<file path="config.mk">
export PLATFORM = sky130hd
export DESIGN_NAME = i2cmb_wb_sequencer
export DESIGN_NICKNAME = d
export VERILOG_FILES = /design/src/rtl/i2cmb_seq_pkg.sv /design/src/rtl/i2cmb_wb_access.sv /design/src/rtl/i2cmb_wb_sequencer.sv
export SDC_FILE = /design/constraint.sdc
export NUM_CORES = 1
export LEC_CHECK = 0
export CELL_PAD_IN_SITES_DETAIL_PLACEMENT = 1
export CELL_PAD_IN_SITES_GLOBAL_PLACEMENT = 1
export CORE_MARGIN = 2
export CORE_UTILIZATION = 53
export DETAILED_ROUTE_END_ITERATION = 16
export DONT_BUFFER_PORTS = 1
export PLACE_DENSITY = 0.82
export SLEW_MARGIN = 20
export SYNTH_ARGS = -nofsm -noshare
export SYNTH_HDL_FRONTEND = slang
export SYNTH_SLANG_ARGS = --single-unit
</file>
<file path="constraint.sdc">
create_clock -name clk_i -period 5.5 [get_ports clk_i]
set_clock_uncertainty 0.2 [all_clocks]
set_input_delay 1.65 -clock clk_i [delete_from_list [all_inputs] [get_ports clk_i]]
set_output_delay 1.65 -clock clk_i [all_outputs]
set_load 0.005 [all_outputs]
</file>
<file path="src/rtl/i2cmb_seq_pkg.sv">
// Shared constants and types for the iicmb_m_wb command sequencer.
package i2cmb_seq_pkg;

    // iicmb_m_wb register map
    localparam logic [1:0] REG_CSR  = 2'd0;
    localparam logic [1:0] REG_DPR  = 2'd1;
    localparam logic [1:0] REG_CMDR = 2'd2;
    localparam logic [1:0] REG_FSMR = 2'd3;

    // CSR value that enables the core and its interrupt output
    localparam logic [7:0] CSR_ENABLE = 8'hC0;

    // CMDR opcodes
    localparam logic [7:0] CMD_READ_ACK = 8'h01;
    localparam logic [7:0] CMD_READ_NAK = 8'h02;
    localparam logic [7:0] CMD_WRITE    = 8'h03;
    localparam logic [7:0] CMD_START    = 8'h04;
    localparam logic [7:0] CMD_STOP     = 8'h05;
    localparam logic [7:0] CMD_SET_BUS  = 8'h06;

    // CMDR completion flags, highest priority first
    localparam int CMDR_DON = 7;
    localparam int CMDR_NAK = 6;
    localparam int CMDR_AL  = 5;
    localparam int CMDR_ERR = 4;

    typedef enum logic [1:0] {
        STAT_OK  = 2'b00,
        STAT_NAK = 2'b01,
        STAT_AL  = 2'b10,
        STAT_ERR = 2'b11
    } status_t;

    typedef enum logic [3:0] {
        S_INIT,
        S_IDLE,
        S_BUS_DPR,
        S_BUS_CMD,
        S_START_CMD,
        S_ADDR_DPR,
        S_ADDR_CMD,
        S_WR_FETCH,
        S_WR_DPR,
        S_WR_CMD,
        S_RD_CMD,
        S_RD_DPR,
        S_STOP_CMD,
        S_WAIT,
        S_IRQ_READ,
        S_DONE
    } seq_state_t;

endpackage

</file>
<file path="src/rtl/i2cmb_wb_access.sv">
// Single Wishbone master access. A go while idle launches one cycle;
// cyc/stb and the address/data/we are held until ack. done is combinational
// on the ack cycle and rdata is dat_i passed through, so the caller samples
// it on that same edge. busy stays high through the ack cycle, which
// guarantees at least one idle cycle before the next access can start.
module i2cmb_wb_access #(
    parameter int ADDR_WIDTH = 2,
    parameter int DATA_WIDTH = 8
) (
    input  logic                  clk,
    input  logic                  rst_n,
    input  logic                  go,
    input  logic                  we,
    input  logic [ADDR_WIDTH-1:0] adr,
    input  logic [DATA_WIDTH-1:0] dat,
    output logic                  busy,
    output logic                  done,
    output logic [DATA_WIDTH-1:0] rdata,
    output logic                  wb_cyc,
    output logic                  wb_stb,
    output logic                  wb_we,
    output logic [ADDR_WIDTH-1:0] wb_adr,
    output logic [DATA_WIDTH-1:0] wb_dat_o,
    input  logic [DATA_WIDTH-1:0] wb_dat_i,
    input  logic                  wb_ack
);

    logic                  active_q;
    logic                  we_q;
    logic [ADDR_WIDTH-1:0] adr_q;
    logic [DATA_WIDTH-1:0] dat_q;

    // Launch on go, hold the bus cycle until the slave acknowledges
    always_ff @(posedge clk or negedge rst_n) begin
        if (!rst_n) begin
            active_q <= 1'b0;
            we_q     <= 1'b0;
            adr_q    <= '0;
            dat_q    <= '0;
        end else if (!active_q) begin
            if (go) begin
                active_q <= 1'b1;
                we_q     <= we;
                adr_q    <= adr;
                dat_q    <= dat;
            end
        end else if (wb_ack) begin
            active_q <= 1'b0;
            we_q     <= 1'b0;
        end
    end

    assign busy     = active_q;
    assign done     = active_q & wb_ack;
    assign rdata    = wb_dat_i;
    assign wb_cyc   = active_q;
    assign wb_stb   = active_q;
    assign wb_we    = we_q;
    assign wb_adr   = adr_q;
    assign wb_dat_o = dat_q;

endmodule

</file>
<file path="src/rtl/i2cmb_wb_sequencer.sv">
// Turns one I2C transaction request into the iicmb_m_wb register sequence
// and reports read bytes plus a completion status.
//
// state       | meaning
// ------------+-----------------------------------------------------------
// S_INIT      | write CSR=0xC0 once after reset
// S_IDLE      | ready for a request
// S_BUS_DPR   | DPR <= bus index
// S_BUS_CMD   | CMDR <= SET_BUS
// S_START_CMD | CMDR <= START
// S_ADDR_DPR  | DPR <= {addr, rw}
// S_ADDR_CMD  | CMDR <= WRITE (address byte)
// S_WR_FETCH  | wait for the next upstream write byte
// S_WR_DPR    | DPR <= write byte
// S_WR_CMD    | CMDR <= WRITE (data byte)
// S_RD_CMD    | CMDR <= READ_ACK, or READ_NAK on the last byte
// S_RD_DPR    | read DPR, emit rd_valid_o
// S_STOP_CMD  | CMDR <= STOP
// S_WAIT      | wait for irq_i
// S_IRQ_READ  | read CMDR (clears irq) and decode the outcome
// S_DONE      | pulse done_o
module i2cmb_wb_sequencer
    import i2cmb_seq_pkg::*;
#(
    parameter int WB_ADDR_WIDTH  = 2,
    parameter int WB_DATA_WIDTH  = 8,
    parameter int I2C_ADDR_WIDTH = 7,
    parameter int LEN_WIDTH      = 8
) (
    input  logic                      clk_i,
    input  logic                      rst_n_i,
    input  logic                      req_valid_i,
    output logic                      req_ready_o,
    input  logic [3:0]                req_bus_i,
    input  logic [I2C_ADDR_WIDTH-1:0] req_addr_i,
    input  logic                      req_rw_i,
    input  logic [LEN_WIDTH-1:0]      req_len_i,
    input  logic [7:0]                wr_data_i,
    input  logic                      wr_valid_i,
    output logic                      wr_ready_o,
    output logic [7:0]                rd_data_o,
    output logic                      rd_valid_o,
    output logic                      done_o,
    output logic [1:0]                status_o,
    output logic                      cyc_o,
    output logic                      stb_o,
    output logic                      we_o,
    output logic [WB_ADDR_WIDTH-1:0]  adr_o,
    output logic [WB_DATA_WIDTH-1:0]  dat_o,
    input  logic [WB_DATA_WIDTH-1:0]  dat_i,
    input  logic                      ack_i,
    input  logic                      irq_i
);

    seq_state_t state_q, state_d;
    seq_state_t cmd_q;
    seq_state_t after_don;

    logic [3:0]                bus_q;
    logic [I2C_ADDR_WIDTH-1:0] addr_q;
    logic                      rw_q;
    logic [LEN_WIDTH-1:0]      cnt_q;
    logic [7:0]                wr_byte_q;
    logic [7:0]                rd_data_q;
    logic                      rd_valid_q;
    status_t                   status_q;

    logic                     acc_go;
    logic                     acc_we;
    logic [WB_ADDR_WIDTH-1:0] acc_adr;
    logic [WB_DATA_WIDTH-1:0] acc_dat;
    logic                     acc_busy;
    logic                     acc_done;
    logic [WB_DATA_WIDTH-1:0] acc_rdata;

    logic cnt_last;
    logic cnt_zero;

    assign cnt_last = (cnt_q == LEN_WIDTH'(1));
    assign cnt_zero = (cnt_q == '0);

    i2cmb_wb_access #(
        .ADDR_WIDTH (WB_ADDR_WIDTH),
        .DATA_WIDTH (WB_DATA_WIDTH)
    ) u_access (
        .clk      (clk_i),
        .rst_n    (rst_n_i),
        .go       (acc_go),
        .we       (acc_we),
        .adr      (acc_adr),
        .dat      (acc_dat),
        .busy     (acc_busy),
        .done     (acc_done),
        .rdata    (acc_rdata),
        .wb_cyc   (cyc_o),
        .wb_stb   (stb_o),
        .wb_we    (we_o),
        .wb_adr   (adr_o),
        .wb_dat_o (dat_o),
        .wb_dat_i (dat_i),
        .wb_ack   (ack_i)
    );

    // State register
    always_ff @(posedge clk_i or negedge rst_n_i) begin
        if (!rst_n_i) begin
            state_q <= S_INIT;
        end else begin
            state_q <= state_d;
        end
    end

    // Where a successful (DON) completion leads, given the command just waited on
    always_comb begin
        after_don = S_DONE;
        unique case (cmd_q)
            S_BUS_CMD:   after_don = S_START_CMD;
            S_START_CMD: after_don = S_ADDR_DPR;
            S_ADDR_CMD: begin
                if (cnt_zero) begin
                    after_don = S_STOP_CMD;
                end else if (rw_q) begin
                    after_don = S_RD_CMD;
                end else begin
                    after_don = S_WR_FETCH;
                end
            end
            S_WR_CMD:    after_don = cnt_last ? S_STOP_CMD : S_WR_FETCH;
            S_RD_CMD:    after_don = S_RD_DPR;
            default:     after_don = S_DONE;
        endcase
    end

    // Next state and the access each state issues; every access state
    // launches once when the primitive is free and advances on its done
    always_comb begin
        state_d = state_q;
        acc_go  = 1'b0;
        acc_we  = 1'b1;
        acc_adr = WB_ADDR_WIDTH'(REG_CMDR);
        acc_dat = '0;
        unique case (state_q)
            S_INIT: begin
                acc_go  = !acc_busy;
                acc_adr = WB_ADDR_WIDTH'(REG_CSR);
                acc_dat = WB_DATA_WIDTH'(CSR_ENABLE);
                if (acc_done) state_d = S_IDLE;
            end
            S_IDLE: begin
                if (req_valid_i) state_d = S_BUS_DPR;
            end
            S_BUS_DPR: begin
                acc_go  = !acc_busy;
                acc_adr = WB_ADDR_WIDTH'(REG_DPR);
                acc_dat = WB_DATA_WIDTH'(bus_q);
                if (acc_done) state_d = S_BUS_CMD;
            end
            S_BUS_CMD: begin
                acc_go  = !acc_busy;
                acc_dat = WB_DATA_WIDTH'(CMD_SET_BUS);
                if (acc_done) state_d = S_WAIT;
            end
            S_START_CMD: begin
                acc_go  = !acc_busy;
                acc_dat = WB_DATA_WIDTH'(CMD_START);
                if (acc_done) state_d = S_WAIT;
            end
            S_ADDR_DPR: begin
                acc_go  = !acc_busy;
                acc_adr = WB_ADDR_WIDTH'(REG_DPR);
                acc_dat = WB_DATA_WIDTH'({addr_q, rw_q});
                if (acc_done) state_d = S_ADDR_CMD;
            end
            S_ADDR_CMD: begin
                acc_go  = !acc_busy;
                acc_dat = WB_DATA_WIDTH'(CMD_WRITE);
                if (acc_done) state_d = S_WAIT;
            end
            S_WR_FETCH: begin
                if (wr_valid_i) state_d = S_WR_DPR;
            end
            S_WR_DPR: begin
                acc_go  = !acc_busy;
                acc_adr = WB_ADDR_WIDTH'(REG_DPR);
                acc_dat = WB_DATA_WIDTH'(wr_byte_q);
                if (acc_done) state_d = S_WR_CMD;
            end
            S_WR_CMD: begin
                acc_go  = !acc_busy;
                acc_dat = WB_DATA_WIDTH'(CMD_WRITE);
                if (acc_done) state_d = S_WAIT;
            end
            S_RD_CMD: begin
                acc_go  = !acc_busy;
                acc_dat = cnt_last ? WB_DATA_WIDTH'(CMD_READ_NAK)
                                   : WB_DATA_WIDTH'(CMD_READ_ACK);
                if (acc_done) state_d = S_WAIT;
            end
            S_RD_DPR: begin
                acc_go  = !acc_busy;
                acc_we  = 1'b0;
                acc_adr = WB_ADDR_WIDTH'(REG_DPR);
                if (acc_done) state_d = cnt_last ? S_STOP_CMD : S_RD_CMD;
            end
            S_STOP_CMD: begin
                acc_go  = !acc_busy;
                acc_dat = WB_DATA_WIDTH'(CMD_STOP);
                if (acc_done) state_d = S_WAIT;
            end
            S_WAIT: begin
                if (irq_i) state_d = S_IRQ_READ;
            end
            S_IRQ_READ: begin
                acc_go = !acc_busy;
                acc_we = 1'b0;
                if (acc_done) begin
                    if (acc_rdata[CMDR_DON]) begin
                        state_d = after_don;
                    end else if (acc_rdata[CMDR_NAK]) begin
                        // A NAK reported against STOP itself cannot be
                        // recovered by another STOP
                        state_d = (cmd_q == S_STOP_CMD) ? S_DONE : S_STOP_CMD;
                    end else begin
                        state_d = S_DONE;
                    end
                end
            end
            S_DONE: begin
                state_d = S_IDLE;
            end
            default: begin
                state_d = S_INIT;
            end
        endcase
    end

    // Request latch, byte counter, read data and status tracking
    always_ff @(posedge clk_i or negedge rst_n_i) begin
        if (!rst_n_i) begin
            bus_q      <= '0;
            addr_q     <= '0;
            rw_q       <= 1'b0;
            cnt_q      <= '0;
            wr_byte_q  <= '0;
            rd_data_q  <= '0;
            rd_valid_q <= 1'b0;
            status_q   <= STAT_OK;
            cmd_q      <= S_INIT;
        end else begin
            rd_valid_q <= 1'b0;
            unique case (state_q)
                S_IDLE: begin
                    if (req_valid_i) begin
                        bus_q    <= req_bus_i;
                        addr_q   <= req_addr_i;
                        rw_q     <= req_rw_i;
                        cnt_q    <= req_len_i;
                        status_q <= STAT_OK;
                    end
                end
                S_WR_FETCH: begin
                    if (wr_valid_i) wr_byte_q <= wr_data_i;
                end
                S_RD_DPR: begin
                    if (acc_done) begin
                        rd_data_q  <= acc_rdata[7:0];
                        rd_valid_q <= 1'b1;
                        cnt_q      <= cnt_q - LEN_WIDTH'(1);
                    end
                end
                S_IRQ_READ: begin
                    if (acc_done) begin
                        if (acc_rdata[CMDR_DON]) begin
                            if (cmd_q == S_WR_CMD) cnt_q <= cnt_q - LEN_WIDTH'(1);
                        end else if (acc_rdata[CMDR_NAK]) begin
                            status_q <= STAT_NAK;
                        end else if (acc_rdata[CMDR_AL]) begin
                            status_q <= STAT_AL;
                        end else begin
                            status_q <= STAT_ERR;
                        end
                    end
                end
                default: begin
                end
            endcase
            if (state_d == S_WAIT && state_q != S_WAIT) cmd_q <= state_q;
        end
    end

    assign req_ready_o = (state_q == S_IDLE);
    assign wr_ready_o  = (state_q == S_WR_FETCH) && wr_valid_i;
    assign done_o      = (state_q == S_DONE);
    assign rd_data_o   = rd_data_q;
    assign rd_valid_o  = rd_valid_q;
    assign status_o    = status_q;

endmodule

</file>
# Word level (Yosys, flattened, before mapping)

Cells that the tools add are included.

Register bits after elaboration: 59
Latch bits: 0
Bits in writable memories: 0
Bits in read-only memories: 0
Output and inout port bits: 27
Word-level logic and storage cells: 112
Memories: 0

Add/sub/neg operators: 1
Multiply operators: 0
Divide/modulo/power cells: 0
Order comparisons: 0
Equal/unequal tests: 31
Shift-type cells: 0
Mux-type cells: 44
Bitwise gates (word level): 2
Reductions and logical operators: 20

Operators by type and width:

| cell                                                               | count |
|---|---|
| 8-bit one-hot mux with 9 select lines                              | 1 |
| 4-bit two-way mux                                                  | 14 |
| 4-bit == test, second input constant                               | 12 |
| 4-bit one-hot mux with 11 select lines                             | 1 |
| 8-bit two-way mux                                                  | 5 |
| 4-bit by 3-bit == test with 1-bit output, second input constant    | 6 |
| 8-bit one-hot mux with 3 select lines                              | 1 |
| 4-bit one-hot mux with 5 select lines                              | 1 |
| 2-bit two-way mux                                                  | 7 |
| 2-bit inequality test, second input constant                       | 7 |
| 4-bit by 2-bit == test with 1-bit output, second input constant    | 3 |
| 12-bit OR reduction                                                | 1 |
| 1-bit two-way mux                                                  | 11 |
| 2-bit AND reduction                                                | 5 |
| 8-bit by 1-bit == test with 1-bit output, second input constant    | 1 |
| 8-bit logical NOT                                                  | 1 |
| 2-bit one-hot mux with 2 select lines                              | 2 |
| 8-bit by 1-bit subtractor with 8-bit output, second input constant | 1 |
| 6-bit AND reduction                                                | 1 |
| 6-bit OR reduction                                                 | 1 |
| 4-bit by 1-bit == test with 1-bit output, second input constant    | 1 |
| 4-bit logical NOT                                                  | 1 |
| 4-bit inequality test, second input constant                       | 1 |
| 4-bit AND reduction                                                | 1 |
| 9 further kinds                                                    | 12 |

# Depth between registers and ports, before layout

Depth in word-level cells: 8
Depth in mapped cells: 9
Mapped depth without buffers: 8

# By module

A second synthesis with hierarchy kept.

Cells, all modules: 363
Area, all modules: 3535.9 um^2

By module, submodules not included:

| module             | instances | cells an instance | area an instance (um^2) | sequential area each (um^2) |
|---|---|---|---|---|
| i2cmb_wb_sequencer | 1         | 323               | 2956.6                  | 1176.1 |
| i2cmb_wb_access    | 1         | 40                | 579.3                   | 300.3 |

# Worst setup path after synthesis

No wires, ideal clock.

Path type: input to output
Start point: in wr_valid_i
End point: out wr_ready_o
Arrival: 2162 ps
Data required time: 3650 ps
Setup slack: 1488 ps
Stages on the path: 2
Buffers on the path: 0
Path through: nand3b_1 nor2_1

Cells in the longest elaborated chain, start to end: 1

Ends and longest elaborated chain:

| item              | line                      | source |
|---|---|---|
| from (decl)       | i2cmb_wb_sequencer.sv:39  | `input logic wr_valid_i,` |
| 1-bit logical AND | i2cmb_wb_sequencer.sv:292 | `assign wr_ready_o = (state_q == S_WR_FETCH) && wr_valid_i;` |
| to (decl)         | i2cmb_wb_sequencer.sv:40  | `output logic wr_ready_o,` |

Every way passes these cells.

# Worst setup path in the final report

Start point: reg state_q[1]
End point: out req_ready_o

Cells in the longest elaborated chain, start to end: 1

Ends and longest elaborated chain:

| item                                     | line                      | source |
|---|---|---|
| from (decl)                              | i2cmb_wb_sequencer.sv:55  | `seq_state_t state_q, state_d;` |
| from (signal assigned)                   | i2cmb_wb_sequencer.sv:109 | `state_q <= state_d;` |
| 4-bit by 1-bit == test with 1-bit output | i2cmb_wb_sequencer.sv:291 | `assign req_ready_o = (state_q == S_IDLE);` |
| to (decl)                                | i2cmb_wb_sequencer.sv:33  | `output logic req_ready_o,` |

Every way passes these cells.

==> flow_metrics.py <==
metrics = {
    "cells_and_area": {
        "layout.nets": 372,
        "mostFrequentLayoutCell": "dfrtp_1",
        "area_growth_syn_to_layout_pct": 7.513,
        "layout_common_cells": "dfrtp_1 (59), mux2_2 (29), a21oi_1 (26), nand2_1 (21), nor2_1 (16)",
        "num_antenna_cells": 0,
        "fill_cells": 704,
        "drive_gt1_frac": 0.1873,
    },
    "die": {
        "die_y_um": 83.87,
        "die-width_um": 83.87,
        "core_area_sq_mm": 0.006241,
        "die_area_sq_mm": 0.007033,
        "placementRows": 29,
        "initial_utilization": 0.5417,
        "top_level_ports": 69,
    },
    "worst_setup_path": {
        "worstPathArrival_ps": 1950,
        "worst_setup_path_end_kind": "output pin",
        "path_class": "reg2out",
        "cp_max_fo": 28,
        "r2r_start": "state_q[1]",
        "startpoint": "state_q[1]",
        "worstPathRequired_ps": 3650,
        "cp-start-kind": "flip-flop",
    },
    "detailed_routing": {
        "drt_first_iter_violations": 166,
        "drt_pass1_iterations": 4,
        "routed_wl_um": 9055,
        "drt-vias-per-instance": 6.571,
        "drt-wirelength-per-cell_um": 22.19,
        "drc": 0,
        "ant_nets": 0,
        "dr_total_vias": 2681,
    },
    "global_routing": {
        "grt_antenna_before_repair": 0,
        "grt_remaining_overflow": 0,
        "wire_length_of_the_first_global_routing_pass_um": 14900,
        "pin_count_of_the_biggest_net_entering_global_routing": 60,
        "global_route.usage.total": 0.2712,
        "via_count_of_the_first_global_routing_pass": 2801,
    },
    "clock_tree": {
        "clk_root_buffer_cell": "clkbuf_8",
        "tritoncts_sinks": 59,
        "cts_made_buffers": 9,
        "cts.repair_timing.setup_buffer_count": 0,
        "clockBufferDepth": 2,
        "clk-insertion-delay-late_ps": 340,
        "post_cts.resized_instances": 0,
        "cts_tree": "yes",
        "ctsHtreeMaxLevel": 3,
        "post_cts_hold_buffer_count": 0,
        "clkSlewWorstSetupHoldPaths_ps": 70,
    },
    "timing": {
        "timing_hold_violations_final": 0,
        "finalMaxSlewViolations": 0,
        "timing_worst_slew_pin_value_ps": 1024,
        "grt_setup_unrepaired": "no",
        "fmax_ghz": 0.2631,
        "final_setup_margin_ps": 1699,
        "min_period_over_period": 0.6911,
        "worst_slew_margin_rel": 0.3161,
        "final_period_minus_worst_setup_slack_ps": 3801,
        "whs_ps": 297.7,
        "finalSetupViolations": 0,
        "timing.setup.tns_ps": 0,
    },
    "synthesis": {
        "ys_async_sr_fraction": 1.000,
        "ys_seq_elements": 59,
        "yosys_warnings": 0,
        "post_synth_instance_area_sq_mm": 0.003381,
        "part_of_the_yosys_area_used_for_sequential_elements": 0.4367,
        "synth.largest_area_cell": "dfrtp_1",
        "synth_enable_flop_cells": 0,
        "yosysTopAreaCellShare": 0.4367,
        "post_synth_num_cell_types": 67,
        "synthesis.nets": 379,
        "synth_area_per_cell_sq_um": 10.12,
        "top_ff_cell_synth": "dfrtp_1",
        "post_synth_inst_count": 334,
        "synth_area_leaders": "dfrtp_1 (44%), mux2_2 (9.7%), a21oi_1 (3.8%), a22o_1 (3.6%), nand2_1 (2.3%)",
    },
    "worst_hold_path": {
        "hold_start": "bus_q[3]",
        "hold_path.class": "reg2reg",
    },
    "placement": {
        "port_buffers": 0,
        "dp_worst_setup_slack_ps": 1729,
        "dp_hpwl_um": 6429,
        "routabilityCongestion": 0.8050,
    },
    "outcome": {
        "outcome": "completed",
    },
    "power_and_ir_drop": {
        "peakVddDrop_v": 0.0003305,
        "power.static_leakage_nw": 1.539,
        "pwr_density_cell_mw_per_mm2": 622.9,
    },
    "flow_run": {
        "max_cap_violations": 0,
    },
}
## where the power goes
part / internal, mW / switching (mW)
Sequential: 0.619 / 0.205
Clock: 0.277 / 0.175
Combinational: 0.436 / 0.551
Total: 1.33 / 0.932
## worst max-delay path, stage by stage, from the launching register on
cell and delay (ps):
dfrtp_1 720, nor2b_1 540, nand2_1 200, inv_1 150
## layout make-up
class                      count  area (sq um)  area share
timing repair buffer           5         37.54     0.01033
multi-input combinational    241          1758      0.4836
clock buffer                  11         151.4     0.04165
inverter                      11         41.29     0.01136
tap                           77         96.34     0.02651
clock inverter                 4         73.82     0.02031
sequential                    59          1476      0.4062
## registers in the layout (all words and copies together), names as in the netlist
signal,count
u_access.busy,1
u_access.wb_dat_o,8
bus_q,4
u_access.wb_adr,2
u_access.wb_we,1
wr_byte_q,8
status_o,2
addr_q,7
state_q,4
rw_q,1
cnt_q,8
cmd_q,4
rd_valid_o,1
rd_data_o,8
## cell usage after synthesis, types with 7 or more instances
master and count:
mux2_2 29, nor2_1 16, inv_1 11, dfrtp_1 59, nor3_1 7, o21ai_0 13
clkbuf_1 11, nand3_1 8, nor2b_1 9, nand2_1 21, a21oi_1 26, a22o_1 14
## through the flow
stage / cells / cell area [sq um] / power, mW / utilization
floorplan: 334 / 3381 / 1.558 / -
global placement: 393 / 3410 / 1.741 / 0.5463
detailed placement: 393 / 3410 / 1.805 / 0.5463
CTS: 408 / 3635 / 2.267 / 0.5824
global route: 408 / 3635 / 2.418 / 0.5824
finish: 408 / 3635 / 2.264 / 0.5824
## cell families after synthesis
kind of cell / share of synthesized area
adders and majority gates: 0.01110
and+or+nand+nor: 0.1510
AOI/OAI and AO/OA: 0.2320
xor gates and xnor gates: 0.01295
muxes: 0.1129
buffers and inverters: 0.04330
DFF: 0.4367
## path summary, 6_finish.rpt
kind / depth (start not counted) / slack (ps) / endpoint
max: 3 / 1700 / req_ready_o
min reg2reg: 1 / 300 / bus_q[3]
min in group asynchronous: 0 / 800 / addr_q[6]
max in group asynchronous: 0 / 4190 / cmd_q[2]
max reg2reg: 4 / 2160 / cnt_q[6]
min: 1 / 300 / bus_q[3]
## layer usage
layer	part of all wire	GRT usage	vias up	wire length, um
met3	0.055	0.06133	20	495
met2	0.48	0.4385	87	4354
met5	0	0	-	0
li1	-	-	1243	-
met1	0.44	0.3613	1331	4014
met4	0.021	0.09238	0	192
(Power assumes the default switching activity.)
==> patch: new RTL, config.mk and constraints unchanged <==
`WB_ADDR_WIDTH`: 2 -> 4.
--- a/src/rtl/i2cmb_wb_sequencer.sv
+++ b/src/rtl/i2cmb_wb_sequencer.sv
@@ -22,7 +22,7 @@
 module i2cmb_wb_sequencer
     import i2cmb_seq_pkg::*;
 #(
-    parameter int WB_ADDR_WIDTH  = 2,
+    parameter int WB_ADDR_WIDTH  = 4,
     parameter int WB_DATA_WIDTH  = 8,
     parameter int I2C_ADDR_WIDTH = 7,
     parameter int LEN_WIDTH      = 8
Ports: changed (resized adr_o); port bits go from 69 to 71. The function was not compared with the original's and may differ.
==> patch against the unedited design <==
Synthesized cell count up 0.90%. Synthesized area rose by 0.63%. Sequential cell count stayed put. Via count down 0.63%. Final area shrank 0.41%. Routed wire length shrank 1.5%. Largest cell class unchanged. Count of clock-buffer cells in the layout is the same. Worst hold slack better by 0.0059 ns. Fmax is 2.4% lower. Critical endpoint is now wr_ready_o. Total power fell by 1.3%. Critical path depth unchanged. Setup slack got worse by 0.094 ns.
==> patch: results (changes against the unedited design) <==
end of the worst register-to-register path cnt_q[2]$_DFFE_PN0P_; VDD IR-drop max 355 µV (+7.3%); launch instance of the worst min-delay path wr_byte_q[7]$_DFFE_PN0P_; ratio of cells with drive above 1 in the final layout 18.0% (-0.71 points); Arrival @ worst endpoint 2.04 ns (+0.09 ns); worst slack at placement 1.61 ns (-0.120 ns); worst setup path startpoint wr_valid_i; Pleak 0.00153 µW (-0.59%); Total Nets Final 373 (+0.27%); buffer type at the clock tree root sky130_fd_sc_hd__clkbuf_8; number of violations reported at the end of detailed-routing iteration 0 153 (-7.8%); global routing met1 resource utilization 35.3% (-0.86 points); routed via count 2664 (-0.63%); first drt pass iteration count 4 (unchanged); internal power component 1300 µW (-2.1%); routing usage on met2 42.1% (-1.8 points); worst-path fanout max 9 (-68%); area post-placement 3410 µm² (about the same); distinct cell type count after synthesis 69 (+3.0%); master of the slowest instance on the critical path sky130_fd_sc_hd__buf_4; Resized cells post-CTS 0 (unchanged); overall fraction of global-route tracks in use 26.3% (-0.79 points); non-filler instance count after layout 410 (+0.49%); cell count after placement 394 (+0.25%); H-tree Lvls 3 (unchanged); buffers inserted during post-CTS setup optimization 0 (unchanged); first-pass GRT wire length 14500 µm (-2.6%); Final GP Congestion 0.830 (+3.1%); Critical R2R Launch state_q[1]$_DFF_PN0_; register clock-pin slew on the reported worst setup and hold paths 0.07 ns (about the same); IO Port Bufs 0 (unchanged); total length of routed wires 8920 µm (-1.5%); number of global-route vias before repair 2772 (-1.0%); placed wire-length estimate 6300 µm (-2.1%); number of instances in the synthesized netlist 337 (+0.90%); reg-to-reg slack, setup 2.12 ns (-0.04 ns); most frequent cells after synthesis 59 x sky130_fd_sc_hd__dfrtp_1, 29 x sky130_fd_sc_hd__mux2_2, 26 x sky130_fd_sc_hd__a21oi_1; sequential-to-total area share from yosys stat 43.4% (-0.27 points); outcome complete, no violations; Slew @ Worst Pin 1.01 ns (-0.0143 ns); ranking of synthesized cells by area sky130_fd_sc_hd__dfrtp_1 43%, sky130_fd_sc_hd__mux2_2 9.6%, sky130_fd_sc_hd__a21oi_1 3.8%; met3 Use GR 7.32% (+1.2 points); Slowest Stage Delay on Critical Path 0.19 ns (-0.53 ns); last element of the critical path wr_ready_o; CP top delay family simple AND/OR/NAND/NOR gates; final worst path period share 70.8% (+1.7 points)
-- patch: worst reg2reg max path: cells and delay by family (launching register included) --
kind / cells / cell delay [ns]
AOI/OAI and AO/OA: 3 / 1.51
DFF: 1 / 0.94
and+or+nand+nor: 1 / 0.64
-- patch: routing by layer --
layer  routed length, µm  vias up  share of wire [%]
li1                    -     1232                  -
met1                3900     1343                 44
met2                4340       84                 49
met3                 603        5                6.8
met4                  74        0               0.83
met5                   0        -                  0
-- patch: cell type report --
type,instances,area [µm²]
Tap cell,77,96.3
Clock inverter,5,77.6
Timing Repair Buffer,4,30.0
Multi-Input combinational cell,243,1770
Clock buffer,11,131
Fill cell,697,2660
Sequential cell,59,1480
Inverter,11,41.3
-- patch: worst min-delay path by stage --
stage                               endpoint  cells past startpoint  slack, ns
detailed placement  wr_byte_q[7]$_DFFE_PN0P_                      1       0.29
global route        wr_byte_q[7]$_DFFE_PN0P_                      1       0.32
global placement        bus_q[3]$_DFFE_PN0P_                      1       0.28
CTS                 wr_byte_q[7]$_DFFE_PN0P_                      1       0.31
finish              wr_byte_q[7]$_DFFE_PN0P_                      1       0.30
floorplan               bus_q[3]$_DFFE_PN0P_                      1       0.27
-- patch: logic make-up (layout without fill, tap and decap cells) --
kind of cell	count (synthesis)	count (layout)	synth area share (%)
AOI/OAI and AO/OA	110	110	23.1
and+or+nand+nor	90	90	15.0
DFF	59	59	43.4
buffers and inverters	36	31	4.78
muxes	33	33	11.2
xor gates and xnor gates	5	5	1.29
adders and majority gates	3	3	1.10
other	1	2	0.110
-- patch: power by group through the flow --
stage	sequential, µW	combinational (µW)	clock, µW
after global routing	857	1080	455
after detailed placement	830	960	0
after global placement	820	918	0
after CTS	823	975	435
final	825	978	431
after floorplan	734	828	0
